## config.mk

```make
export PLATFORM = sky130hd
export DESIGN_NAME = mem_arbiter
export DESIGN_NICKNAME = d
export VERILOG_FILES = /design/src/rtl/mem_arbiter.sv
export SDC_FILE = /design/constraint.sdc
export NUM_CORES = 1
export LEC_CHECK = 0
export ABC_AREA = 1
export CORE_AREA = 2 2 115 117
export CTS_CLUSTER_DIAMETER = 200
export DETAILED_ROUTE_END_ITERATION = 7
export DIE_AREA = 0 0 117 119
export GPL_TIMING_DRIVEN = 0
export MAX_ROUTING_LAYER = met4
export PLACE_DENSITY = 0.83
export SYNTH_ARGS = -nofsm -noshare
export SYNTH_HDL_FRONTEND = slang
export SYNTH_SLANG_ARGS = --single-unit
```

## constraint.sdc

```tcl
create_clock -name clk -period 10.81 [get_ports clk]
set_input_delay 2.162 -clock clk [delete_from_list [all_inputs] [get_ports clk]]
set_output_delay 2.162 -clock clk [all_outputs]
set_load 0.01 [all_outputs]
```

## src/rtl/mem_arbiter.sv

```systemverilog
// mem_arbiter: serialises fetch and data-memory accesses onto one fixed-latency memory port.
// Optional fetch starvation guard enabled by defining MEM_ARB_STARVE_GUARD_EN.
module mem_arbiter #(
  parameter int DATA_W     = 32,
  parameter int MEM_LAT    = 2,
  parameter int STARVE_MAX = 4
) (
  input  logic              clk,
  input  logic              reset,
  input  logic              if_req,
  input  logic [DATA_W-1:0] if_addr,
  output logic              if_ack,
  output logic [DATA_W-1:0] if_rdata,
  input  logic              dm_req,
  input  logic              dm_we,
  input  logic [DATA_W-1:0] dm_addr,
  input  logic [DATA_W-1:0] dm_wdata,
  output logic              dm_ack,
  output logic [DATA_W-1:0] dm_rdata,
  output logic              mem_en,
  output logic              mem_we,
  output logic [DATA_W-1:0] mem_addr,
  output logic [DATA_W-1:0] mem_wdata,
  input  logic [DATA_W-1:0] mem_rdata,
  output logic              if_busy,
  output logic              dm_busy
);
  typedef enum logic [1:0] {IDLE, ISSUE, WAIT, DONE} state_t;
  localparam int CW = MEM_LAT > 1 ? $clog2(MEM_LAT) : 1;
  if (MEM_LAT < 1 || STARVE_MAX < 1) $error("mem_arbiter: MEM_LAT and STARVE_MAX must be >= 1");
  state_t state, state_n;
  logic [CW-1:0] cnt;
  logic gnt_dm, we_q, grant, pick_dm, force_if, issue, wr;
  logic en_d, we_d, if_ack_d, dm_ack_d;
  logic [DATA_W-1:0] addr_d, wdata_d;
`ifdef MEM_ARB_STARVE_GUARD_EN
  localparam int SW = $clog2(STARVE_MAX + 1);
  logic [SW-1:0] dm_streak;
  assign force_if = if_req && dm_streak == SW'(STARVE_MAX);
  always_ff @(posedge clk or posedge reset)
    if (reset) dm_streak <= '0;
    else if (issue) dm_streak <= pick_dm && if_req ? (force_if ? dm_streak : dm_streak + 1'b1) : '0;
`else
  assign force_if = 1'b0;
`endif
  assign grant   = if_req || dm_req;
  assign pick_dm = dm_req && !force_if;
  assign if_busy = if_req && !if_ack;
  assign dm_busy = dm_req && !dm_ack;
  always_ff @(posedge clk or posedge reset)
    if (reset) state <= IDLE;
    else state <= state_n;
  always_comb begin
    state_n = state;
    case (state)
      IDLE:    state_n = grant ? ISSUE : IDLE;
      ISSUE:   state_n = we_q ? DONE : WAIT;
      WAIT:    state_n = cnt == '0 ? DONE : WAIT;
      default: state_n = IDLE;
    endcase
  end
  // Registered outputs are computed one cycle early from the grant decision and next state.
  always_comb begin
    issue    = state == IDLE && grant;
    wr       = issue && pick_dm && dm_we;
    en_d     = issue;
    we_d     = wr;
    addr_d   = issue ? (pick_dm ? dm_addr : if_addr) : '0;
    wdata_d  = wr ? dm_wdata : '0;
    if_ack_d = state_n == DONE && !gnt_dm;
    dm_ack_d = state_n == DONE && gnt_dm;
  end
  always_ff @(posedge clk or posedge reset)
    if (reset) begin
      mem_en    <= 1'b0;
      mem_we    <= 1'b0;
      mem_addr  <= '0;
      mem_wdata <= '0;
      if_ack    <= 1'b0;
      dm_ack    <= 1'b0;
    end else begin
      mem_en    <= en_d;
      mem_we    <= we_d;
      mem_addr  <= addr_d;
      mem_wdata <= wdata_d;
      if_ack    <= if_ack_d;
      dm_ack    <= dm_ack_d;
    end
  always_ff @(posedge clk or posedge reset)
    if (reset) begin
      gnt_dm   <= 1'b0;
      we_q     <= 1'b0;
      cnt      <= '0;
      if_rdata <= '0;
      dm_rdata <= '0;
    end else begin
      gnt_dm   <= issue ? pick_dm : gnt_dm;
      we_q     <= issue ? wr : we_q;
      cnt      <= state == ISSUE ? CW'(MEM_LAT - 1) : state == WAIT ? cnt - 1'b1 : cnt;
      if_rdata <= state == WAIT && cnt == '0 && !gnt_dm ? mem_rdata : if_rdata;
      dm_rdata <= state == WAIT && cnt == '0 && gnt_dm ? mem_rdata : dm_rdata;
    end
endmodule

```

---- Word-level counts from Yosys, hierarchy flattened ----
Cells that the tools add are included.
storage, ports and cells
  input bits .............................. 133
  logic and storage cells ................. 42
  output and inout port bits .............. 134
  flip-flop bits (word level) ............. 137
operators by class
  add/sub/neg operators ................... 1
  mux-type cells .......................... 9
  bitwise logic cells ..................... 1
  reductions and logical operators ........ 16
  equality and inequality tests ........... 3
operator list
  cell                                                             count
  32-bit 2-to-1 mux                                                3
  1-bit logical AND                                                10
  2-bit case mux with 3 select lines                               1
  1-bit 2-to-1 mux                                                 5
  2-bit == test, second input constant                             2
  1-bit logical NOT                                                3
  2-bit by 1-bit == test with 1-bit output, second input constant  1
  2-bit logical NOT                                                1
  2-bit nonzero test                                               1
  1-bit logical OR                                                 1
  1-bit NOT                                                        1
  1-bit subtractor, second input constant                          1

---- Longest topological paths before layout ----
  word-level depth ........................ 5
  gate-level depth with buffers ........... 8
  mapped depth without buffers ............ 8

---- Least setup slack after synthesis ----
OpenSTA, ideal clock, no wires.
  path type ............................... input to output
  start ................................... input port dm_req
  end ..................................... output port dm_busy
  stages on the path ...................... 4
  required time ........................... 8.648 ns
  arrival ................................. 2.660 ns
  path slack .............................. 5.988 ns
  buffers on the path ..................... 2
  path through ............................ buf_6 -> inv_2 -> buf_2 -> nor2_1
between the ends
  word-level cells in the longest chain between the ends .. 1
RTL lines
  what                line  source
  start: declaration  14    input logic dm_req,
  1-bit logical AND   49    assign dm_busy = dm_req && !dm_ack;
  end: declaration    26    output logic dm_busy
Every way passes these cells.

---- Worst setup path after layout ----
  start ................................... input port if_req
  end ..................................... output port if_busy
between the ends
  word-level cells in the longest chain between the ends .. 1
RTL lines
  what                line  source
  start: declaration  10    input logic if_req,
  1-bit logical AND   48    assign if_busy = if_req && !if_ack;
  end: declaration    25    output logic if_busy,
Every way passes these cells.

==> out/results.tsv <==
stage	metric	value	unit
setup_path	start_kind	input pin	
min_path	min_path_type	flip-flop to flip-flop	
clock_tree	cts_sinks	137	
routing	top_layer	met4	
global_routing	overflow	0	
clock_tree	cts-root-buf	clkbuf_16	
setup_path	crit_fanout	2	
sta	skew	0.00561	ns
placement	place_inst	1024	
routing	drcViolationCount	0	
clock_tree	post_cts_resize_count	0	
final_layout	final_cell_mix	clkdlybuf4s50_1 (265), nand2_1 (197), dfrtp_1 (137)	
setup_path	worstRegToRegCells	7	
clock_tree	cts_tree	done	
routing	wl_met3	1230	um
logic_synthesis	ys.flop_type	dfrtp_1	
setup_path	crit_slowest_cell	clkdlybuf4s50_1	
routing	firstDrtPassIters	5	
setup_path	crit_path_frequent_cell	clkdlybuf4s50_1	
global_routing	grt_pass1_wl	23400	um
final_layout	antenna_cells	0	
logic_synthesis	synth_top_area_share	64.6	%
job	max-cap-violations	0	
pwr	total_power	2100	uW
clock_tree	cts_hold_buf	0	
floorplanning	rows	42	
routing	met1_length	5780	um
final_layout	stdcell_count	1055	
pwr	power_leakage	0.00460	uW
setup_path	worstPathRequired	8.65	ns
setup_path	critPathArrivalTime	3.46	ns
global_routing	antenna_found_initial	0	
routing	drt-wirelength-per-cell	14.1	um
global_routing	grt_max_degree	86	
sta	min_period_over_period	52.0	%
clock_tree	cts_buffers	17	
final_layout	layout-drive-gt1-share	6.60	%
sta	setup_viol	0	
sta	fin_crit	5.63	ns
floorplanning	initial_utilization	41.2	%
placement	place_congestion	0.836	
logic_synthesis	synth-edff-count	0	
logic_synthesis	syn_nets	719	
clock_tree	path_clk_slew	0.05	ns
sta	worst_pin_slew	0.483	ns
sta	whs	0.479	ns
clock_tree	clk_latency	0.41	ns
sta	setup_tns	0	ns
placement	numPortBuffers	265	
sta	max_freq	178	MHz
final_layout	final_common_cell	clkdlybuf4s50_1	
pwr	power.density	239	nW/um2
final_layout	nets	1004	
logic_synthesis	synth_area_leaders	dfrtp_1 (65%), nand2_1 (14%), inv_1 (7.5%), o21ai_0 (5.9%), nor2_1 (2.6%)	
floorplanning	ios	267	
min_path	worstHoldPathCells	2	
sta	slew_violations	0	
floorplanning	core_area	12900	um2
logic_synthesis	yosys.area.top_type	dfrtp_1	
run_status	outcome	finished clean	
setup_path	crit_chain	clkdlybuf4s50_1 > inv_1 > nor2_1 > clkdlybuf4s50_1	
clock_tree	post_cts_buffers	0	
routing	ant_nets	0	
routing	first_iter_violations	273	
routing	num_vias	4706	
setup_path	cpPeakStageDelay	0.61	ns
floorplanning	die_y	119	um
logic_synthesis	netlist_area	5310	um2
logic_synthesis	ys_ff_latch	137	
sta	rsz0062_at_grt	false	
routing	vias_per_cell	4.46	
logic_synthesis	synth_cell_types	19	
global_routing	grt_pass1_vias	4836	
logic_synthesis	syn_inst	582	
sta	relSlewSlack	67.8	%
pwr	vdd_drop_max	90.5	uV
setup_path	path_class	input pin to primary output	
final_layout	area_growth	65.7	%
logic_synthesis	syn_avg_cell_area	9.12	um2
logic_synthesis	synth_warnings	0	
setup_path	crit_path_end_kind	primary output	
clock_tree	clk_path_buf_depth	2	
clock_tree	htreeDepth	4	
logic_synthesis	seq_area_frac_synth	64.6	%
final_layout	fin_util	68.3	%
sta	hold_viol	0	
routing	dr_wl_met2	7540	um
floorplanning	dieArea	13900	um2
placement	hpwl	11200	um
logic_synthesis	async_reset_ff_share	100	%
routing	totalWireLength	14900	um
floorplanning	fp.dieW	117	um
global_routing	grt_usage	22.7	%
-- worst paths after layout --
path / from / end / slack, ns
worst max-delay path: if_req / if_busy / 5.18
worst min-delay path: dm_rdata[4] / dm_rdata[4] / 0.48
worst max register to register: state[0] / dm_rdata[5] / 9.21
worst min register to register: dm_rdata[4] / dm_rdata[4] / 0.48
max in group asynchronous: reset / state[0] / 7.85
min in group asynchronous: reset / mem_wdata[22] / 2.18
-- sequential cells by signal (all words and copies together) (netlist names) --
name	count
if_ack	1
mem_addr	32
state	2
mem_we	1
cnt	1
dm_ack	1
we_q	1
gnt_dm	1
dm_rdata	32
if_rdata	32
mem_en	1
mem_wdata	32
-- logic make-up (layout without fill, tap and decap cells) --
group | count (synthesis) | count (layout) | synth area share, %
adders and majority gates | 4 | 4 | 0.943
DFF | 137 | 137 | 64.6
AOI/OAI and AO/OA | 69 | 69 | 6.72
buffers and inverters | 133 | 430 | 10.4
and+or+nand+nor | 239 | 239 | 17.3
-- where the power goes --
group	switching (uW)	internal [uW]	leakage, uW
Sequential	86.4	681	0.00177
Combinational	366	403	0.00254
Clock	205	361	0.000293
-- layer usage --
metal	vias to the layer above	track usage, %
met5	-	-
met4	0	8.38
met3	29	6.82
met2	207	38.5
met1	2192	25.2
li1	2278	-
-- synthesized netlist by cell type, types with 2 or more instances --
cell / number
ha_1: 4
nand2_2: 2
buf_6: 4
dfrtp_1: 137
nor2_1: 37
o21ai_1: 4
inv_1: 106
nand2_1: 197
o21ai_0: 63
buf_2: 15
clkbuf_1: 5
-- layout make-up --
| class | instances | area [um2] |
|---|---|---|
| fill | 986 | 4080 |
| sequential | 137 | 3430 |
| timing repair buffer | 266 | 2680 |
| multi-input combinational | 312 | 1330 |
| clock buffer | 23 | 488 |
| inverter | 108 | 413 |
| tap | 176 | 220 |
| buffer | 25 | 144 |
| clock inverter | 8 | 93.8 |
-- worst max-delay path, delay by kind of cell --
kind / cells / cell delay [ns]
AND/OR/NAND/NOR: 1 / 0.08
buffers and inverters: 3 / 1.22
-- per-stage QoR --
step                setup WS (ns)  instance area (um2)
floorplan                    4.98                 5310
global placement             3.17                 8180
detailed placement           5.21                 8210
CTS                          5.18                 8790
global route                 5.14                 8790
finish                       5.18                 8790
(Power assumes the default switching activity.)
